--- src/rtl/ph_reg.sv ---
// Product-high register for a shift-and-add multiplier datapath.
// Holds the upper half of the partial product. It either loads the adder sum
// in parallel or shifts right, with the adder carry entering the MSB.
// lsb is the serial link into the product-low register.
// Optional feature: define PH_SOUT_EN to add a registered sout port that
// captures the bit shifted out of qph[0] on each taken shift.
module ph_reg #(
  parameter int WIDTH = 4
) (
  input  logic             clk,
  input  logic             clr,
  input  logic             load,
  input  logic             sft,
  input  logic             carry,
  input  logic [WIDTH-1:0] dph,
  output logic [WIDTH-1:0] qph,
  output logic             lsb,
  output logic             zero
`ifdef PH_SOUT_EN
  ,
  output logic             sout
`endif
);

  // Register update: async clear, then load has priority over shift, else hold
  always_ff @(posedge clk or posedge clr) begin
    if (clr) begin
      qph <= '0;
    end else if (load) begin
      qph <= dph;
    end else if (sft) begin
      qph <= {carry, qph[WIDTH-1:1]};
    end
  end

`ifdef PH_SOUT_EN
  // Shifted-out bit capture: old LSB on a taken shift, zero on load or clear
  always_ff @(posedge clk or posedge clr) begin
    if (clr) begin
      sout <= 1'b0;
    end else if (load) begin
      sout <= 1'b0;
    end else if (sft) begin
      sout <= qph[0];
    end
  end
`endif

  assign lsb  = qph[0];
  assign zero = (qph == '0);

endmodule

--- config.mk ---
export PLATFORM = sky130hd
export DESIGN_NAME = ph_reg
export DESIGN_NICKNAME = d
export VERILOG_FILES = /design/src/rtl/ph_reg.sv
export SDC_FILE = /design/constraint.sdc
export NUM_CORES = 1
export LEC_CHECK = 0
export ABC_AREA = 1
export CORE_AREA = 5 5 42 44
export CTS_BUF_LIST = sky130_fd_sc_hd__clkbuf_16
export CTS_CLUSTER_SIZE = 40
export DETAILED_ROUTE_END_ITERATION = 8
export DIE_AREA = 0 0 47 49
export DONT_BUFFER_PORTS = 1
export PLACE_DENSITY = 0.3
export SLEW_MARGIN = 20
export SYNTH_ARGS = -nofsm -noshare
export SYNTH_HDL_FRONTEND = slang
export SYNTH_SLANG_ARGS = --single-unit
--- constraint.sdc ---
create_clock -name clk -period 1.3 [get_ports clk]
set_input_delay 0.26 -clock clk [delete_from_list [all_inputs] [get_ports clk]]
set_output_delay 0.26 -clock clk [all_outputs]
set_load 0.02 [all_outputs]
Word level (Yosys, flattened, before mapping). Index checks and enable logic that the tools add are counted.

Register bits after elaboration: 4.

Muxes and demuxes: 2. Reductions and logical operators: 2.

Operators by type and width (count): 4-bit two-way mux (2); 4-bit logical NOT (1); 2-bit nonzero test (1).

Depth between registers and ports, before layout.
Depth in word-level cells: 2. Depth in mapped cells: 3.

Least setup slack after synthesis. OpenSTA, ideal clock, no wires.

Kind: register -> output. Start point: register qph[3]. End point: output port zero. Data arrival time: 0.795 ns. Stages on the path, launching flop included: 3. Data required time: 1.040 ns. Slack: 0.245 ns. Cells stage by stage: dfrtp_1 > nor2_1 > and2_1.

Cells in the longest elaborated chain, start to end: 1.

Ends and longest elaborated chain: start, declared (line 16) `output logic [WIDTH-1:0] qph,`; start signal, assigned (line 30) `qph <= dph;`; start signal, assigned (line 32) `qph <= {carry, qph[WIDTH-1:1]};`; 4-bit logical NOT (line 50) `assign zero = (qph == '0);`; end, declared (line 18) `output logic zero`.

No other way between the ends.

Final worst setup path.
Start point: register qph[1]. End point: output port zero.

The elaborated chain is that of the path after synthesis.

==> results.sh <==
export IMPL_worstHoldPathType="in -> reg"
export IMPL_hold_viol_final=0
export IMPL_ctsHtreeMaxLevel=1
export IMPL_syn_area_um2=202.7
export IMPL_max_clock_freq_mhz=838.8
export IMPL_grt_pass1_vias=205
export IMPL_cap_violations=0
export IMPL_postRouteWirelength_um=578
export IMPL_dp_hpwl_um=466.8
export IMPL_postSynthAreaPerCell_um2=7.507
export IMPL_ant_nets=0
export IMPL_total_power_mw=0.6965
export IMPL_gp_routability_congestion=0.7223
export IMPL_synth_seq_area_share_pct=49.38
export IMPL_synthDominantAreaCellType="sky130_fd_sc_hd__dfrtp_1"
export IMPL_critical_path_cell_by_cell="nor2_1 -> and2_1"
export IMPL_hold_bufs_inserted_after_cts=1
export IMPL_library_cells_used_by_synthesis=7
export IMPL_ff_latch_area_um2=100.1
export IMPL_drt_pass1_iter_count=3
export IMPL_netlist_area_leader_share_pct=49.38
export IMPL_finalCritPeriodShare_pct=91.70
export IMPL_layout_area_overhead_vs_synth_pct=62.96
export IMPL_top_regs="qph x4"
export IMPL_skew_ps=0.4403
export IMPL_largest_register="qph"
export IMPL_final_setup_tns_ps=0
export IMPL_routed_via_density=3.960
export IMPL_slack_of_the_worst_reg_to_reg_path_ps=470
export IMPL_final_cell_count_without_fillers=50
export IMPL_buffer_type_at_the_clock_tree_root="sky130_fd_sc_hd__clkbuf_16"
export IMPL_global_route_overflow_total=0
export IMPL_core_um2=1401
export IMPL_num_fill_cells=166
export IMPL_place_port_buffers=0
export IMPL_finalCriticalPeriod_ps=1192
export IMPL_clk_transition_reported_paths_ps=30
export IMPL_worst_ep_arrival_time_ps=930
export IMPL_crit_path_max_fanout=2
export IMPL_rr_endpoint="qph[0]$_DFFE_PP0P_"
export IMPL_dpl_cell_count=46
export IMPL_leakage_nw=0.1624
export IMPL_power_per_cell_area_nw_per_um2=2109
export IMPL_relSlewSlack_pct=83.54
export IMPL_ranking_of_synthesized_cells_by_instance_count="sky130_fd_sc_hd__nand2_1 (8), sky130_fd_sc_hd__nand3_1 (8), sky130_fd_sc_hd__dfrtp_1 (4), sky130_fd_sc_hd__nor2_1 (3), sky130_fd_sc_hd__inv_1 (2)"
export IMPL_rr_startpoint="qph[1]$_DFFE_PP0P_"
export IMPL_routed_wire_per_std_cell_um=11.56
export IMPL_placement_rows=14
export IMPL_clock_sink_count=4
export IMPL_worst_endpoint_required_ps=1040
export IMPL_clock_tree_from_tritoncts="done"
export IMPL_largest_net_degree_at_the_start_of_global_routing=7
export IMPL_run_status="finished clean"
export IMPL_nets=45
export IMPL_multi_input_comb_area_um2=87.58
export IMPL_die_area_um2=2303
export IMPL_die_width_um=47
export IMPL_rsz_0062_raised_after_global_routing="false"
export IMPL_worst_slew_pin_transition_ps=245.9
export IMPL_drive_above_1_share_pct=20.59
export IMPL_largest_reg_flops=4
export IMPL_num_antenna_cells=0
export IMPL_post_cts_setup_buffer_count=0
export IMPL_slew_viol_final=0
export IMPL_synth_seq_cells=4
export IMPL_post_route_drc_count=0
export IMPL_clock_latency_on_the_worst_skew_pair_ps=220
export IMPL_ys_async_sr_fraction_pct=100.0
export IMPL_cts_repair_resize_count=0
export IMPL_global_route_usage_total_pct=5.438
export IMPL_setup_worst_path_class="reg -> out"
export IMPL_drt_first_iter_violations=3
export IMPL_crit_end_category="output port"
export IMPL_numCtsBuffers=3
export IMPL_syn_num_nets=36
export IMPL_antenna_violations_before_repair=0
export IMPL_initial_utilization_pct=14.46
export IMPL_dominantRegCellSynth="sky130_fd_sc_hd__dfrtp_1"
export IMPL_cp_slowest_stage_delay_ps=370
export IMPL_vias=198
export IMPL_cp_start_kind="register"
export IMPL_power_ir_vdd_worst_v=0.0003877
export IMPL_synth_warning_count=0
export IMPL_synthesis_instances=27
export IMPL_timing_reg2reg_worst_path_depth=3
export IMPL_io_pins=15
export IMPL_clock_path_buffers=2
export IMPL_worstSetupStartpoint="qph[1]$_DFFE_PP0P_"
export IMPL_chipHeight_um=49
export IMPL_finalSetupViolCount=0
export IMPL_synth_top_cells_by_area="sky130_fd_sc_hd__dfrtp_1 (49%), sky130_fd_sc_hd__nand3_1 (20%), sky130_fd_sc_hd__nand2_1 (15%)"
export IMPL_synth_edf_count=0
export IMPL_cpMaxStageDelayCell="sky130_fd_sc_hd__dfrtp_1"
export IMPL_grt_pass1_wl_um=793
export IMPL_capturing_instance_or_port_of_the_critical_path="zero"
-- placed cells by master (no fill, tap or decap) --
cell	Yosys	layout
sky130_fd_sc_hd__nor2_1	3	3
sky130_fd_sc_hd__dfrtp_1	4	4
sky130_fd_sc_hd__inv_1	2	2
sky130_fd_sc_hd__buf_4	1	4
sky130_fd_sc_hd__and2_1	1	1
sky130_fd_sc_hd__nand3_1	8	8
sky130_fd_sc_hd__dlygate4sd3_1	0	1
sky130_fd_sc_hd__nand2_1	8	8
sky130_fd_sc_hd__clkbuf_16	0	3
-- cell families after synthesis --
group	count (synthesis)	share of synthesized area, %
flops	4	49.38
simple gates	20	43.21
buf+inv	3	7.410
-- metrics by stage --
stage	cell area (um^2)	hold slack (ps)	utilization (%)	worst slack (ps)
after detailed placement	245.2	41.14	17.50	338.5
final	330.3	176.1	23.57	107.9
after CTS	330.3	175.3	23.57	98.02
after floorplan	202.7	26.08	-	244.7
after global placement	245.2	39.55	17.50	352.2
after global routing	330.3	186.8	23.57	47.99
-- worst min path at each step --
| stage | depth (start not counted) | endpoint | start | slack, ps |
|---|---|---|---|---|
| finish | 2 | qph[1]$_DFFE_PP0P_ | load | 180 |
| detailed placement | 1 | qph[2]$_DFFE_PP0P_ | clr | 40 |
| floorplan | 1 | qph[0]$_DFFE_PP0P_ | clr | 30 |
| global placement | 1 | qph[3]$_DFFE_PP0P_ | clr | 40 |
| CTS | 2 | qph[1]$_DFFE_PP0P_ | load | 180 |
| global route | 2 | qph[1]$_DFFE_PP0P_ | load | 190 |
-- cell type report --
type / count / share of cell area, %
well taps: 16 / 6.061
flip-flops and latches: 4 / 30.30
inverters: 2 / 2.273
multi-input cells: 20 / 26.52
repair buffers: 5 / 12.12
clock buffers: 3 / 22.73
-- power by group --
part	internal (mW)	switching (mW)	leakage (nW)	total, mW
sequential	0.138	0.00601	0.0488	0.144
clock	0.392	0.0777	0.0370	0.470
combinational	0.0297	0.0531	0.0767	0.0828
total	0.560	0.137	0.162	0.696
-- layer usage --
metal,global-route usage [%],vias up,routed length (um)
met5,0,-,0
met4,8.295,0,19
met3,2.952,2,95
met2,4.299,15,175
met1,7.095,79,287
li1,-,102,-
-- critical path: cells and delay by family (launching register included) --
kind / cells / cell delay [ps]
simple gates: 2 / 340
flops: 1 / 370
Note: power is estimated with default switching activity, not from simulation.
